<file path="config.mk">
export PLATFORM = sky130hd
export DESIGN_NAME = dsp_mac_pipe
export DESIGN_NICKNAME = d
export VERILOG_FILES = /design/src/rtl/dsp_mac_pipe.sv
export SDC_FILE = /design/constraint.sdc
export NUM_CORES = 2
export LEC_CHECK = 0
export BUFFER_PORTS_ARGS = -buffer_cell sky130_fd_sc_hd__buf_2
export CORE_MARGIN = 4
export CORE_UTILIZATION = 45
export CTS_BUF_LIST = sky130_fd_sc_hd__clkbuf_2 sky130_fd_sc_hd__clkbuf_4 sky130_fd_sc_hd__clkbuf_8
export DETAILED_ROUTE_END_ITERATION = 6
export GPL_ROUTABILITY_DRIVEN = 1
export PLACE_DENSITY = 0.65
export RECOVER_POWER = 25
export SYNTH_ARGS = -nofsm -noshare
export SYNTH_HDL_FRONTEND = slang
export SYNTH_SLANG_ARGS = --single-unit
export TNS_END_PERCENT = 100
</file>
<file path="constraint.sdc">
create_clock -name CLK -period 12.9 [get_ports CLK]
set_clock_uncertainty 0.15 [all_clocks]
set_input_delay 1.29 -clock CLK [delete_from_list [all_inputs] [get_ports CLK]]
set_output_delay 1.29 -clock CLK [all_outputs]
set_load 0.005 [all_outputs]
</file>
<file path="src/rtl/dsp_mac_pipe.sv">
// Pipelined pre-add / multiply / accumulate slice.
// Optional input, product and output registers. Frames of ACC_LEN valid
// samples are summed and reported with a single-cycle OUT_VALID pulse,
// with optional saturation and a per-frame overflow flag.
module dsp_mac_pipe #(
    parameter int    AW       = 18,
    parameter int    BW       = 18,
    parameter int    PW       = 48,
    parameter int    INREG    = 1,
    parameter int    MREG     = 1,
    parameter int    PREG     = 1,
    parameter string PREADD   = "ADD",
    parameter int    ACC_LEN  = 16,
    parameter int    SATURATE = 0
) (
    input  logic                        CLK,
    input  logic                        RST,
    input  logic                        CE,
    input  logic                        CLR,
    input  logic                        IN_VALID,
    input  logic [AW-1:0]               A,
    input  logic [BW-1:0]               B,
    input  logic [BW-1:0]               D,
    output logic                        OUT_VALID,
    output logic [PW-1:0]               P,
    output logic                        OVF,
    output logic [$clog2(ACC_LEN):0]    SAMPLE_CNT
);

    localparam int CW       = $clog2(ACC_LEN) + 1;
    localparam int MW       = AW + BW + 1;
    localparam int PRE_MODE = (PREADD == "ADD") ? 1 : ((PREADD == "SUB") ? 2 : 0);
    localparam logic [PW-1:0] SAT_MAX = {1'b0, {(PW-1){1'b1}}};
    localparam logic [PW-1:0] SAT_MIN = {1'b1, {(PW-1){1'b0}}};

    logic signed [AW-1:0] a_r;
    logic signed [BW-1:0] b_r;
    logic signed [BW-1:0] d_r;
    logic                 v_r;
    logic signed [BW:0]   pre;
    logic signed [MW-1:0] prod_c;
    logic signed [MW-1:0] m_prod;
    logic                 m_v;

    logic signed [PW-1:0] prod_ext;
    logic signed [PW-1:0] acc;
    logic signed [PW-1:0] acc_base;
    logic signed [PW-1:0] sum;
    logic signed [PW-1:0] acc_next;
    logic [CW-1:0]        cnt;
    logic                 sticky;
    logic                 sticky_next;
    logic                 ovf_c;
    logic                 last;
    logic [PW-1:0]        f_p;
    logic                 f_v;
    logic                 f_ovf;

    generate
        if (INREG != 0) begin : g_inreg
            // Capture operands; a sample arriving with CLR is dropped here.
            always_ff @(posedge CLK) begin
                if (RST) begin
                    a_r <= '0;
                    b_r <= '0;
                    d_r <= '0;
                    v_r <= 1'b0;
                end else if (CE) begin
                    a_r <= A;
                    b_r <= B;
                    d_r <= D;
                    v_r <= IN_VALID & ~CLR;
                end
            end
        end else begin : g_noinreg
            // Operands pass straight through to the pre-adder.
            always_comb begin
                a_r = A;
                b_r = B;
                d_r = D;
                v_r = IN_VALID & ~CLR;
            end
        end
    endgenerate

    // Pre-adder (one extra bit of headroom) followed by the signed multiply.
    always_comb begin
        case (PRE_MODE)
            1:       pre = {d_r[BW-1], d_r} + {b_r[BW-1], b_r};
            2:       pre = {d_r[BW-1], d_r} - {b_r[BW-1], b_r};
            default: pre = {b_r[BW-1], b_r};
        endcase
        prod_c = MW'(a_r) * MW'(pre);
    end

    generate
        if (MREG != 0) begin : g_mreg
            // Product register; CLR kills the in-flight valid.
            always_ff @(posedge CLK) begin
                if (RST) begin
                    m_prod <= '0;
                    m_v    <= 1'b0;
                end else if (CE) begin
                    m_prod <= prod_c;
                    m_v    <= v_r & ~CLR;
                end
            end
        end else begin : g_nomreg
            // Product feeds the accumulator directly.
            always_comb begin
                m_prod = prod_c;
                m_v    = v_r;
            end
        end
    endgenerate

    assign prod_ext = PW'(m_prod);
    assign last     = (cnt == CW'(ACC_LEN - 1));

    // Next accumulator value: a frame starts from zero, overflow is a
    // same-sign add whose result flips sign.
    always_comb begin
        acc_base    = (cnt == '0) ? '0 : acc;
        sum         = acc_base + prod_ext;
        ovf_c       = (acc_base[PW-1] == prod_ext[PW-1]) && (sum[PW-1] != acc_base[PW-1]);
        acc_next    = sum;
        if (ovf_c && (SATURATE != 0)) begin
            acc_next = acc_base[PW-1] ? SAT_MIN : SAT_MAX;
        end
        sticky_next = ((cnt == '0) ? 1'b0 : sticky) | ovf_c;
    end

    // Accumulate stage; the frame result and its pulse leave on the last sample.
    always_ff @(posedge CLK) begin
        if (RST) begin
            acc    <= '0;
            cnt    <= '0;
            sticky <= 1'b0;
            f_p    <= '0;
            f_v    <= 1'b0;
            f_ovf  <= 1'b0;
        end else if (CE) begin
            if (CLR) begin
                acc    <= '0;
                cnt    <= '0;
                sticky <= 1'b0;
                f_v    <= 1'b0;
            end else begin
                f_v <= 1'b0;
                if (m_v) begin
                    acc    <= acc_next;
                    sticky <= sticky_next;
                    if (last) begin
                        cnt   <= '0;
                        f_p   <= acc_next;
                        f_ovf <= sticky_next;
                        f_v   <= 1'b1;
                    end else begin
                        cnt <= cnt + CW'(1);
                    end
                end
            end
        end
    end

    generate
        if (PREG != 0) begin : g_preg
            // Output register; CLR drops a pending pulse but keeps P and OVF.
            always_ff @(posedge CLK) begin
                if (RST) begin
                    P         <= '0;
                    OUT_VALID <= 1'b0;
                    OVF       <= 1'b0;
                end else if (CE) begin
                    if (CLR) begin
                        OUT_VALID <= 1'b0;
                    end else begin
                        P         <= f_p;
                        OUT_VALID <= f_v;
                        OVF       <= f_ovf;
                    end
                end
            end
        end else begin : g_nopreg
            // Outputs come straight from the accumulate-stage registers.
            always_comb begin
                P         = f_p;
                OUT_VALID = f_v;
                OVF       = f_ovf;
            end
        end
    endgenerate

    assign SAMPLE_CNT = cnt;

endmodule

</file>
; Yosys cells after proc, flatten, opt, wreduce, memory -nomap -nowiden
; Index checks and enable logic that the tools add are counted.
[op_classes]
addsub = 3
n_eq_ne = 3
n_mux = 13
mul = 1
bitwise_logic = 4
reduce_logical = 6
[ops]
columns = operator, n
row1 = 48-bit 2-to-1 mux, 3
row2 = 48-bit by 37-bit adder with 48-bit output, 1
row3 = 18-bit by 19-bit multiplier with 37-bit output, 1
row4 = 18-bit by 18-bit adder with 19-bit output, 1
row5 = 5-bit 2-to-1 mux, 3
row6 = 1-bit 2-to-1 mux, 7
row7 = "5-bit by 1-bit adder with 5-bit output, second input constant", 1
row8 = "5-bit by 4-bit == test with 1-bit output, second input constant", 1
row9 = 5-bit zero test, 1
row10 = 2-bit AND reduction, 2
row11 = 4-bit AND reduction, 1
row12 = 1-bit AND, 2
row13 = 2-bit nonzero test, 1
row14 = 1-bit == test, 1
row15 = 1-bit logical AND, 1
row16 = 1-bit != test, 1
row17 = 1-bit NOT, 1
row18 = 1-bit bitwise OR, 1
[word_totals]
reg_bits = 247
elab_cells = 45

; Depth between registers and ports, before layout
[logic_depth]
depth_word = 8
ltp_mapped = 37
ltp_nobuf = 36

; Least setup slack after synthesis
; OpenSTA, ideal clock, no wires.
[synth_timing]
path_kind = reg-to-reg
startpoint = register b_r[0]
endpoint = register m_prod[35]
arrival_ps = 7795
path_slack_ps = 4870
synth_period_minus_slack_ps = 8030
stages_incl_launch_ff = 35
required_time_ps = 12664
path_cell_list = dfxtp_1 ha_1 inv_1 fa_1 nor2b_1 o21ai_1 a21boi_1 o21ai_1 a21boi_1 o41a_1 a221oi_2 a211oi_1 xnor2_2 buf_2 nand2_1 fa_1 fa_1 inv_1 fa_1 inv_1 fa_1 fa_1 fa_1 inv_1 ha_1 a21o_1 a21o_1 a21oi_1 nand3b_1 nor3b_2 o31ai_1 a2111oi_0 nor2_1 xnor2_1 a211oi_1
[synth_via]
elab_chain_cells = 2
[synth_rtl]
columns = element, line_no
row1 = "start, declared", 37  ; logic signed [BW-1:0] b_r;
row2 = "start signal, assigned", 65  ; b_r <= '0;
row3 = "start signal, assigned", 70  ; b_r <= B;
row4 = 18-bit by 18-bit adder with 19-bit output, 89  ; 1: pre = {d_r[BW-1], d_r} + {b_r[BW-1], b_r};
row5 = 18-bit by 19-bit multiplier with 37-bit output, 93  ; prod_c = MW'(a_r) * MW'(pre);
row6 = "end signal, assigned", 104  ; m_prod <= prod_c;
row7 = "end, declared", 42  ; logic signed [MW-1:0] m_prod;
; No other way between the ends.
; A chain may end at the register's enable or synchronous reset.

; Final worst setup path
[layout_timing]
startpoint = register d_r[0]
endpoint = register m_prod[35]
[layout_via]
elab_chain_cells = 2
[layout_rtl]
columns = element, line_no
row1 = "start, declared", 38  ; logic signed [BW-1:0] d_r;
row2 = "start signal, assigned", 66  ; d_r <= '0;
row3 = "start signal, assigned", 71  ; d_r <= D;
row4 = 18-bit by 18-bit adder with 19-bit output, 89
row5 = 18-bit by 19-bit multiplier with 37-bit output, 93
; No other way between the ends.

==> impl_metrics.toml <==
[worst_setup_path]
critPathCaptureType = "register"
startpoint = "d_r[0]"
crit_path_frequent_cell = "fa_1"
timing.rr.start = "d_r[0]"
required_ns = 13.00
slowest_stage = "xor2_2"
crit_arrival_ns = 9.55
rr_endpoint = "m_prod[35]"
worstPathMaxFanout = 18
cpPeakStageDelay_ns = 0.89
worstSetupPathType = "reg2reg"
startpoint_type = "register"
r2r_setup_slack_ns = 3.45
ff2ff_path_depth = 33

[global_route]
grtUsageTotal = 0.215
grt_pass1_vias = 21100
grt_pass1_wl_um = 105000
antenna_found_initial = 1
grt-ovfl-total = 0
grt_start_max_net_pins = 110

[sta]
period_share = 0.732
rsz0062_at_grt = "false"
final_hold_viol_count = 0
slew_headroom = -2.19
worst_slew_pin_slew_ns = 4.79
fin_crit_ns = 9.45
fmax_mhz = 106
final.setup.tns_ns = 0
finalSetupViolations = 0
final_max_slew_viol_count = 246

[pwr]
power.density_nw_per_um2 = 127
irDropWorstVdd_v = 0.000131
p_total_uw = 3460
p_leak_uw = 0.0128

[floorplan]
initial_core_util = 0.454
die_y_um = 244
core_um2 = 55100
rows = 86
die_area_um2 = 59400
ios = 114
fp.dieW_um = 244

[detailed_routing]
postRouteAntennaNets = 0
wire_per_inst_um = 16.7
drtIter0Drc = 1068
vias = 19600
viasPerCell = 5.28
drtPass1Iterations = 5
drc = 0
finalWirelength_um = 62200

[clock_tree]
cts_resized = 0
path_clk_slew_ns = 0.06
cts-root-buf = "clkbuf_8"
cts.sinks = 247
insertion_delay_ns = 0.65
cts_hold_buf = 0
htreeDepth = 2
tritoncts = "done"
post-cts-setup-buffer-count = 0
clock_path_buffers = 3
cts_buffers = 45

[synthesis]
ys_warn_count = 0
syn_inst = 2900
synth-main-ff-cell = "dfxtp_1"
synth_area_per_cell_um2 = 8.62
synth-edff-count = 0
yosysUniqueCellTypes = 77
syn_nets = 3462
synth-seq-cells = 247
synth.cell_area_um2 = 25000
yosysSeqAreaShare = 0.198
synthArstFlopShare = 0

[hold_path]
hold_path.class = "reg2reg"
holdPathEnd = "P[23]"
holdCritStartpoint = "P[23]"
hold_depth = 2

[final_layout]
n_fill_cell = 5351
area_growth_pct = 8.51
layout-drive-gt1-share = 0.0748
num-nets-final = 3496

[place]
dpl.hpwl_um = 47000
place.gp.congestion = 0.878
io_buffers = 113

[run_status]
status = "finished, violations left"
violations = "capacitance limit, slew limit"

[flow_run]
maxCapViolCount = 3
-- layout make-up --
| class | instances | area (um^2) | share of cell area |
|---|---|---|---|
| Timing Repair Buffer | 135 | 689 | 0.0254 |
| Tap cell | 748 | 936 | 0.0345 |
| Multi-Input combinational cell | 2096 | 18000 | 0.664 |
| Clock inverter | 11 | 125 | 0.00461 |
| Inverter | 409 | 1540 | 0.0566 |
| Clock buffer | 71 | 890 | 0.0328 |
| Sequential cell | 247 | 4940 | 0.182 |
| Antenna cell | 1 | 2.50 | 0.0000922 |
-- cell families after synthesis --
| kind of cell | count (synthesis) | share of synthesized area |
|---|---|---|
| adder cells (fa/ha/maj) | 503 | 0.354 |
| flip-flops | 247 | 0.198 |
| XOR/XNOR | 102 | 0.0360 |
| AO/OA/AOI/OAI | 453 | 0.118 |
| AND/OR/NAND/NOR | 954 | 0.176 |
| multiplexers | 84 | 0.0337 |
| buffers and inverters | 557 | 0.0844 |
-- power by group --
| group | internal (uW) | switching [uW] |
|---|---|---|
| clock | 481 | 348 |
| sequential | 809 | 58.4 |
| combinational | 721 | 1040 |
| total | 2010 | 1450 |
-- Yosys cell counts (7+ instances only) --
library cell / number / area share
and3_1: 9 / 0.0023
a21oi_1: 178 / 0.036
nor3_1: 16 / 0.0032
nand2_1: 409 / 0.061
xnor2_1: 76 / 0.027
inv_1: 409 / 0.061
buf_2: 15 / 0.0030
nand2b_1: 21 / 0.0053
and2_1: 200 / 0.050
fa_1: 340 / 0.27
xor2_1: 25 / 0.0088
a31oi_1: 15 / 0.0038
o21ai_0: 52 / 0.010
nor2_1: 217 / 0.033
clkbuf_1: 123 / 0.018
dfxtp_1: 247 / 0.20
nand3_1: 25 / 0.0050
a211oi_1: 14 / 0.0042
ha_1: 163 / 0.082
o211ai_1: 7 / 0.0021
o21a_1: 15 / 0.0045
buf_1: 10 / 0.0015
a22o_1: 14 / 0.0049
a21o_1: 46 / 0.014
o21ai_1: 8 / 0.0016
o21bai_1: 9 / 0.0027
nand4_1: 7 / 0.0018
mux2i_1: 83 / 0.033
nor2b_1: 20 / 0.0050
a22oi_1: 33 / 0.0099
-- worst max-delay path, delay by kind of cell (launching register included) --
family	cells	cell delay (ns)
flip-flops	1	0.34
adder cells (fa/ha/maj)	9	3.87
buffers and inverters	4	0.21
AO/OA/AOI/OAI	13	2.62
AND/OR/NAND/NOR	5	0.87
XOR/XNOR	2	1.04
-- per-layer routing --
metal / global-route usage / vias to the layer above / wire length, um
li1: - / 9279 / -
met1: 0.264 / 9731 / 25900
met2: 0.379 / 487 / 30800
met3: 0.0342 / 151 / 3050
met4: 0.0827 / 0 / 2460
met5: 0 / - / 0
-- registers in the layout, indices dropped and copies added, names as in the netlist, 5 cells and up --
signal      count
d_r            18
f_p            48
a_r            18
acc            48
P              48
m_prod         37
SAMPLE_CNT      5
b_r            18
-- stage by stage --
stage          worst slack, ns  hold slack [ns]   util  cells  instance area (um^2)
6_report                  3.45            0.299  0.492   3718                 27100
3_3_place_gp              3.81            0.286  0.475   3635                 26200
2_1_floorplan             4.87            0.267      -   2900                 25000
4_1_cts                   3.60            0.300  0.493   3717                 27200
5_1_grt                   2.75            0.317  0.492   3718                 27100
3_5_place_dp              3.63            0.286  0.475   3635                 26200
-- worst max-delay path by stage --
stage,end,slack (ns)
CTS,m_prod[35],3.60
finish,m_prod[35],3.45
detailed placement,m_prod[35],3.63
global route,m_prod[35],2.75
floorplan,m_prod[35],4.87
global placement,m_prod[35],3.81
-- cells in the final DEF (no fill, tap or decap), types with 19 or more instances in the layout --
cell type / netlist / final
inv_1: 409 / 409
nand2_1: 409 / 409
fa_1: 340 / 340
dfxtp_1: 247 / 247
nor2_1: 217 / 215
and2_1: 200 / 200
a21oi_1: 178 / 178
ha_1: 163 / 163
mux2i_1: 83 / 83
buf_2: 15 / 80
xnor2_1: 76 / 72
clkbuf_8: 0 / 57
o21ai_0: 52 / 51
a21o_1: 46 / 46
clkbuf_1: 123 / 34
a22oi_1: 33 / 33
nand3_1: 25 / 25
xor2_1: 25 / 24
nand2b_1: 21 / 21
buf_4: 0 / 20
nor2b_1: 20 / 19
Power figures use the tool's default switching activity.
